$ cat src/rtl/alu_pkg.sv
// ---------------------------------------------------------------------------
// alu_pkg
// Shared definitions for the sequential ALU slice.
//   ALU_DEFAULT_WIDTH : default operand/result width
//   alu_op_e          : 3-bit opcode encoding
//   alu_state_e       : controller state (IDLE / BUSY)
// ---------------------------------------------------------------------------
package alu_pkg;

    localparam int ALU_DEFAULT_WIDTH = 16;

    typedef enum logic [2:0] {
        OP_ADD = 3'b000,
        OP_SUB = 3'b001,
        OP_AND = 3'b010,
        OP_OR  = 3'b011,
        OP_XOR = 3'b100,
        OP_SHL = 3'b101,
        OP_SHR = 3'b110,
        OP_MUL = 3'b111
    } alu_op_e;

    typedef enum logic {
        ST_IDLE = 1'b0,
        ST_BUSY = 1'b1
    } alu_state_e;

endpackage

$ cat src/rtl/alu_mul_iter.sv
// ---------------------------------------------------------------------------
// alu_mul_iter
// Iterative unsigned shift-add multiplier that handles one multiplier bit per
// clock.
//   clock_in    : clock, rising edge
//   reset_in    : asynchronous active-high reset; aborts any multiply in flight
//   start_in    : load a_in/b_in and begin (ignored while busy)
//   a_in, b_in  : operands, captured on start
//   product_out : 2*DATA_WIDTH product, valid only while done_out is high
//   done_out    : high during the cycle whose rising edge retires the last bit
//
// Timing: start seen at edge N, bits are processed at edges N+1 .. N+DATA_WIDTH.
// done_out and product_out are combinational so the parent can register the
// result at edge N+DATA_WIDTH itself, with no extra cycle of latency.
// ---------------------------------------------------------------------------
module alu_mul_iter
    import alu_pkg::*;
#(
    parameter int DATA_WIDTH = ALU_DEFAULT_WIDTH
) (
    input  logic                    clock_in,
    input  logic                    reset_in,
    input  logic                    start_in,
    input  logic [DATA_WIDTH-1:0]   a_in,
    input  logic [DATA_WIDTH-1:0]   b_in,
    output logic [2*DATA_WIDTH-1:0] product_out,
    output logic                    done_out
);

    localparam int              CNT_W    = $clog2(DATA_WIDTH);
    localparam logic [CNT_W-1:0] LAST_BIT = CNT_W'(DATA_WIDTH - 1);

    logic                    busy_q,   busy_d;
    logic [CNT_W-1:0]        cnt_q,    cnt_d;
    logic [2*DATA_WIDTH-1:0] mcand_q,  mcand_d;
    logic [DATA_WIDTH-1:0]   mplier_q, mplier_d;
    logic [2*DATA_WIDTH-1:0] acc_q,    acc_d;
    logic [2*DATA_WIDTH-1:0] acc_sum;

    always_comb begin
        busy_d   = busy_q;
        cnt_d    = cnt_q;
        mcand_d  = mcand_q;
        mplier_d = mplier_q;
        acc_d    = acc_q;
        done_out = 1'b0;

        // Partial-product add for the multiplier bit currently at the LSB.
        acc_sum = acc_q + (mplier_q[0] ? mcand_q : '0);

        if (busy_q) begin
            acc_d    = acc_sum;
            mcand_d  = mcand_q << 1;
            mplier_d = mplier_q >> 1;
            cnt_d    = cnt_q + 1'b1;
            if (cnt_q == LAST_BIT) begin
                done_out = 1'b1;
                busy_d   = 1'b0;
            end
        end else if (start_in) begin
            busy_d   = 1'b1;
            cnt_d    = '0;
            acc_d    = '0;
            mcand_d  = {{DATA_WIDTH{1'b0}}, a_in};
            mplier_d = b_in;
        end

        product_out = acc_sum;
    end

    always_ff @(posedge clock_in or posedge reset_in) begin
        if (reset_in) begin
            busy_q   <= 1'b0;
            cnt_q    <= '0;
            mcand_q  <= '0;
            mplier_q <= '0;
            acc_q    <= '0;
        end else begin
            busy_q   <= busy_d;
            cnt_q    <= cnt_d;
            mcand_q  <= mcand_d;
            mplier_q <= mplier_d;
            acc_q    <= acc_d;
        end
    end

endmodule

$ cat src/rtl/alu_seq.sv
// ---------------------------------------------------------------------------
// alu_seq
// Sequential ALU: single-cycle ADD/SUB/AND/OR/XOR/SHL/SHR and an iterative
// unsigned MUL that takes DATA_WIDTH cycles.
//   clock_in            : clock, rising edge
//   reset_in            : asynchronous active-high reset
//   start_in            : request
//   operation_in        : opcode (alu_op_e encoding)
//   A_in, B_in          : operands; shifts use B_in[$clog2(DATA_WIDTH)-1:0]
//   ready_out           : high in IDLE
//   done_out            : one-cycle pulse after each result edge
//   alu_out             : registered result, held until the next result
//   zero_indicator_out  : result == 0
//   signal_bit_out      : result MSB
//   carry_out           : ADD carry / SUB borrow, else 0
//   overflow_out        : ADD/SUB signed overflow, MUL upper half nonzero
//   state_dbg_out       : controller state, for observation only
//
// Handshake: a request is accepted on a rising edge where start_in and
// ready_out are both high; opcode and operands are sampled on that edge.
// start_in while ready_out is low is dropped, never queued. Single-cycle ops
// keep the controller in IDLE so a new request can be accepted every cycle.
//
// DATA_WIDTH must be a power of two and at least 4.
// ---------------------------------------------------------------------------
module alu_seq
    import alu_pkg::*;
#(
    parameter int DATA_WIDTH = ALU_DEFAULT_WIDTH
) (
    input  logic                  clock_in,
    input  logic                  reset_in,
    input  logic                  start_in,
    input  logic [2:0]            operation_in,
    input  logic [DATA_WIDTH-1:0] A_in,
    input  logic [DATA_WIDTH-1:0] B_in,
    output logic                  ready_out,
    output logic                  done_out,
    output logic [DATA_WIDTH-1:0] alu_out,
    output logic                  zero_indicator_out,
    output logic                  signal_bit_out,
    output logic                  carry_out,
    output logic                  overflow_out,
    output alu_state_e            state_dbg_out
);

    localparam int SHAMT_W = $clog2(DATA_WIDTH);

    alu_state_e            state_q, state_d;
    logic [DATA_WIDTH-1:0] result_q, result_d;
    logic                  zero_q, zero_d;
    logic                  sign_q, sign_d;
    logic                  carry_q, carry_d;
    logic                  ovf_q, ovf_d;
    logic                  done_q, done_d;

    alu_op_e               op_sel;
    logic [DATA_WIDTH:0]   sum_ext;
    logic [DATA_WIDTH:0]   diff_ext;
    logic [SHAMT_W-1:0]    shamt;
    logic [DATA_WIDTH-1:0] comb_res;
    logic                  comb_carry;
    logic                  comb_ovf;

    logic                    mul_start;
    logic                    mul_done;
    logic [2*DATA_WIDTH-1:0] mul_product;

    assign op_sel = alu_op_e'(operation_in);

    // Single-cycle datapath.
    always_comb begin
        sum_ext    = {1'b0, A_in} + {1'b0, B_in};
        // The extra MSB of the zero-extended difference is the borrow (A < B).
        diff_ext   = {1'b0, A_in} - {1'b0, B_in};
        shamt      = B_in[SHAMT_W-1:0];
        comb_res   = '0;
        comb_carry = 1'b0;
        comb_ovf   = 1'b0;
        case (op_sel)
            OP_ADD: begin
                comb_res   = sum_ext[DATA_WIDTH-1:0];
                comb_carry = sum_ext[DATA_WIDTH];
                // Same-sign operands producing an opposite-sign result.
                comb_ovf   = (A_in[DATA_WIDTH-1] == B_in[DATA_WIDTH-1]) &&
                             (sum_ext[DATA_WIDTH-1] != A_in[DATA_WIDTH-1]);
            end
            OP_SUB: begin
                comb_res   = diff_ext[DATA_WIDTH-1:0];
                comb_carry = diff_ext[DATA_WIDTH];
                // Different-sign operands where the result sign differs from A.
                comb_ovf   = (A_in[DATA_WIDTH-1] != B_in[DATA_WIDTH-1]) &&
                             (diff_ext[DATA_WIDTH-1] != A_in[DATA_WIDTH-1]);
            end
            OP_AND:  comb_res = A_in & B_in;
            OP_OR:   comb_res = A_in | B_in;
            OP_XOR:  comb_res = A_in ^ B_in;
            OP_SHL:  comb_res = A_in << shamt;
            OP_SHR:  comb_res = A_in >> shamt;
            default: comb_res = '0;   // OP_MUL is handled by the multiplier
        endcase
    end

    // Controller and result/flag registers.
    always_comb begin
        state_d   = state_q;
        result_d  = result_q;
        zero_d    = zero_q;
        sign_d    = sign_q;
        carry_d   = carry_q;
        ovf_d     = ovf_q;
        done_d    = 1'b0;
        mul_start = 1'b0;

        case (state_q)
            ST_IDLE: begin
                if (start_in) begin
                    if (op_sel == OP_MUL) begin
                        mul_start = 1'b1;
                        state_d   = ST_BUSY;
                    end else begin
                        result_d = comb_res;
                        zero_d   = (comb_res == '0);
                        sign_d   = comb_res[DATA_WIDTH-1];
                        carry_d  = comb_carry;
                        ovf_d    = comb_ovf;
                        done_d   = 1'b1;
                    end
                end
            end
            ST_BUSY: begin
                // start_in is deliberately not looked at here.
                if (mul_done) begin
                    result_d = mul_product[DATA_WIDTH-1:0];
                    zero_d   = (mul_product[DATA_WIDTH-1:0] == '0);
                    sign_d   = mul_product[DATA_WIDTH-1];
                    carry_d  = 1'b0;
                    ovf_d    = |mul_product[2*DATA_WIDTH-1:DATA_WIDTH];
                    done_d   = 1'b1;
                    state_d  = ST_IDLE;
                end
            end
            default: state_d = ST_IDLE;
        endcase
    end

    always_ff @(posedge clock_in or posedge reset_in) begin
        if (reset_in) begin
            state_q  <= ST_IDLE;
            result_q <= '0;
            zero_q   <= 1'b0;
            sign_q   <= 1'b0;
            carry_q  <= 1'b0;
            ovf_q    <= 1'b0;
            done_q   <= 1'b0;
        end else begin
            state_q  <= state_d;
            result_q <= result_d;
            zero_q   <= zero_d;
            sign_q   <= sign_d;
            carry_q  <= carry_d;
            ovf_q    <= ovf_d;
            done_q   <= done_d;
        end
    end

    alu_mul_iter #(
        .DATA_WIDTH (DATA_WIDTH)
    ) u_mul (
        .clock_in    (clock_in),
        .reset_in    (reset_in),
        .start_in    (mul_start),
        .a_in        (A_in),
        .b_in        (B_in),
        .product_out (mul_product),
        .done_out    (mul_done)
    );

    assign ready_out          = (state_q == ST_IDLE);
    assign done_out           = done_q;
    assign alu_out            = result_q;
    assign zero_indicator_out = zero_q;
    assign signal_bit_out     = sign_q;
    assign carry_out          = carry_q;
    assign overflow_out       = ovf_q;
    assign state_dbg_out      = state_q;

endmodule

$ cat config.mk
export PLATFORM = sky130hd
export DESIGN_NAME = alu_seq
export DESIGN_NICKNAME = d
export VERILOG_FILES = /design/src/rtl/alu_pkg.sv /design/src/rtl/alu_mul_iter.sv /design/src/rtl/alu_seq.sv
export SDC_FILE = /design/constraint.sdc
export NUM_CORES = 1
export LEC_CHECK = 0
export CAP_MARGIN = 15
export CORE_MARGIN = 4
export CORE_UTILIZATION = 35
export CTS_BUF_LIST = sky130_fd_sc_hd__clkbuf_8
export CTS_CLUSTER_DIAMETER = 80
export DETAILED_ROUTE_END_ITERATION = 6
export GPL_ROUTABILITY_DRIVEN = 0
export GPL_TIMING_DRIVEN = 1
export SLEW_MARGIN = 10
export SYNTH_ARGS = -nofsm -noshare
export SYNTH_HDL_FRONTEND = slang
export SYNTH_SLANG_ARGS = --single-unit
$ cat constraint.sdc
create_clock -name clock_in -period 3.8 [get_ports clock_in]
set_input_delay 0.76 -clock clock_in [delete_from_list [all_inputs] [get_ports clock_in]]
set_output_delay 0.76 -clock clock_in [all_outputs]
set_load 0.05 [all_outputs]
==> metrics <==
R2R Path Start=u_mul.mplier_q[0]$_DFFE_PP0P_; DP HPWL=28.8 mm; H-tree Lvls=3; Peak supply drop=240 uV; global-route wire length before repair=58.2 mm; Rel. slew slack=33.1%; chip width=181 um; Tcrit/Tclk final=95.8%; HP Start=alu_out[0]$_DFFE_PP0P_; Iteration-0 DRC Markers=1249; hold path cells=2; worst path required time=4.10 ns; core area=29600 um^2; total CTS buffers=9; crit path capture type=flop; DR WL met3=2.40 mm; CTS root buf=clkbuf_8; Area growth syn-to-layout=28.0%; Total Wirelength=36.0 mm; clk sink count=106; die area=32800 um^2; status=finished, final reports clean; Filler cells=2964; LEAKAGE=6.14 nW; Worst-path clk slew=0.09 ns; number of top-level pins=61; max-slew violation count=0; DR WL/cell=18.5 um; Yosys Warn Count=0; Distinct cells, synth=85; crit path kind=in -> reg; first-pass detailed-route iteration total=6; CTS tree=yes; vias in the first global route=10600; Total Power=5.91 mW; worst-path maximum fanout=5; row count=63; end of the worst register-to-register path=overflow_out$_DFFE_PP0P_; GR Util All Layers=21.6%; Tmin final=3.64 ns; # DRC=0; Via Count=11000; register area share after synthesis=25.3%; # setup viols final=0; met1 wire length=17.1 mm; WL met2=15.5 mm; share of layout cells above drive strength 1=20.9%; nets=1677; largest area contributor in the netlist=dfrtp_1; Ant. Diodes=0; share of Yosys cell area claimed by the top area cell type=25.3%; PortBufs=60; Primary FF master, synth=dfrtp_1; Worst-Skew Late Latency=0.40 ns; DIE HEIGHT=181 um; worst slew pin tran=1.00 ns; sequential standard cell area=2660 um^2; crit path launch type=input pin; Via density=5.64; pin count of the biggest net entering global routing=85; max capacitance violation total=0; clock tree buffer depth=2; Cells after Synth=1324; most frequent cells after synthesis=175 x nand2_1, 132 x o21ai_0, 108 x nor2_1; Worst Hold Class=reg -> reg; Fmax=0.275 GHz; count leader, synth=nand2_1; largest cells by area after synthesis=dfrtp_1 25%, ha_1 10%, o21ai_0 6.3%; Worst R2R Path Depth=14; Antenna Violating Nets Remaining=0; final hold vios=0; Syn Nets=1449; ys async rst share=100%; hold worst-path end=alu_out[0]$_DFFE_PP0P_; Synth Cell Area=10500 um^2; Final Util=45.4%; area of the multi-input gates=7300 um^2; Syn Area/Cell=7.93 um^2; Starting Density=35.4%; initial antenna violation count=0; worst path arrival time=3.94 ns; GR Overflow Total=0; Pwr Density=440 nW/um^2; Synth Register Bits=106; EDFF count, synth=0; reg-to-reg slack, setup=0.29 ns; clk_skew=0.0165 ns; DR top layer=met4
-- kinds of logic (layout without fill, tap and decap cells) --
kind of cell             Yosys count  count (layout)  synth area share (%)
multiplexers                      51              51                  7.71
adder cells (fa/ha/maj)           87              87                  10.6
AND/OR/NAND/NOR                  457             457                  20.7
buffers and inverters            156             389                  6.31
AO/OA/AOI/OAI                    433             433                  26.7
flip-flops                       106             106                  25.3
XOR/XNOR                          34              34                  2.84
-- registers in the layout (all words and copies together) (netlist names), 4 cells and up --
name,count
u_mul.acc_q,32
u_mul.cnt_q,4
alu_out,15
u_mul.mcand_q,32
u_mul.mplier_q,16
-- routing by layer --
layer	global-route usage, %	vias up
li1	-	5270
met1	32.0	5235
met2	33.0	411
met3	3.10	57
met4	5.76	0
met5	0	-
-- power breakdown --
part,internal (mW),switching (mW)
logic,1.26,1.99
clock network,0.432,0.398
registers,1.53,0.294
-- final cells by class --
class / count / area share, %
multi-input cells: 1062 / 54.3
flip-flops and latches: 106 / 19.8
repair buffers: 310 / 18.8
well taps: 390 / 3.63
inverters: 63 / 1.78
clock buffers: 9 / 0.922
clock inverters: 7 / 0.810
-- through the flow --
stage	TNS [ns]	cells	instance area [um^2]	setup WS, ns	hold slack (ns)
2_1_floorplan	0	1324	10500	0.0636	0.443
3_3_place_gp	-1.41	1930	13100	-0.400	0.460
3_5_place_dp	-2.05	1930	13100	-0.503	0.463
4_1_cts	0	1947	13400	0.0149	0.484
5_1_grt	-0.0209	1947	13400	-0.0209	0.521
6_report	0	1947	13400	0.159	0.478
-- cells in the final DEF (no fill, tap or decap), drive strengths merged, types with 20 or more instances in the layout --
| master | n |
|---|---|
| nor2 | 108 |
| and2 | 38 |
| mux4 | 20 |
| a21oi | 107 |
| mux2i | 25 |
| buf | 251 |
| inv | 62 |
| o21ai | 134 |
| dfrtp | 106 |
| nand2 | 175 |
| nor3 | 20 |
| nand3 | 23 |
| clkdlybuf4s50 | 58 |
| ha | 84 |
-- what timing repair did --
item | 4_1_cts | 5_1_grt
endpoints found under the setup margin | 1 | 5
buffers inserted | 1 | 0
gates resized for setup | 3 | 20
hold endpoints to repair | 0 | 0
gates cloned | 0 | 0
pin swaps | 0 | 2
hold buffers | 0 | 0
-- critical path: stages --
cell	delay, ns
clkdlybuf4s50_1	0.51
inv_2	0.09
ha_1	0.30
buf_4	0.12
a21o_1	0.15
nand4_1	0.17
a21oi_2	0.37
a221oi_4	0.12
buf_4	0.17
a221oi_1	0.31
o2111ai_2	0.22
or3b_1	0.40
o31ai_2	0.26
-- how the worst max path moves through the flow --
| stage | to | from | cells past startpoint | slack, ns |
|---|---|---|---|---|
| 2_1_floorplan | zero_indicator_out$_DFFE_PP0P_ | B_in[2] | 14 | 0.06 |
| 3_3_place_gp | zero_indicator_out$_DFFE_PP0P_ | A_in[0] | 15 | -0.40 |
| 3_5_place_dp | zero_indicator_out$_DFFE_PP0P_ | A_in[0] | 15 | -0.50 |
| 4_1_cts | zero_indicator_out$_DFFE_PP0P_ | A_in[0] | 15 | 0.01 |
| 5_1_grt | zero_indicator_out$_DFFE_PP0P_ | A_in[1] | 13 | -0.02 |
| 6_report | zero_indicator_out$_DFFE_PP0P_ | B_in[1] | 13 | 0.16 |
Power figures use the tool's default switching activity.
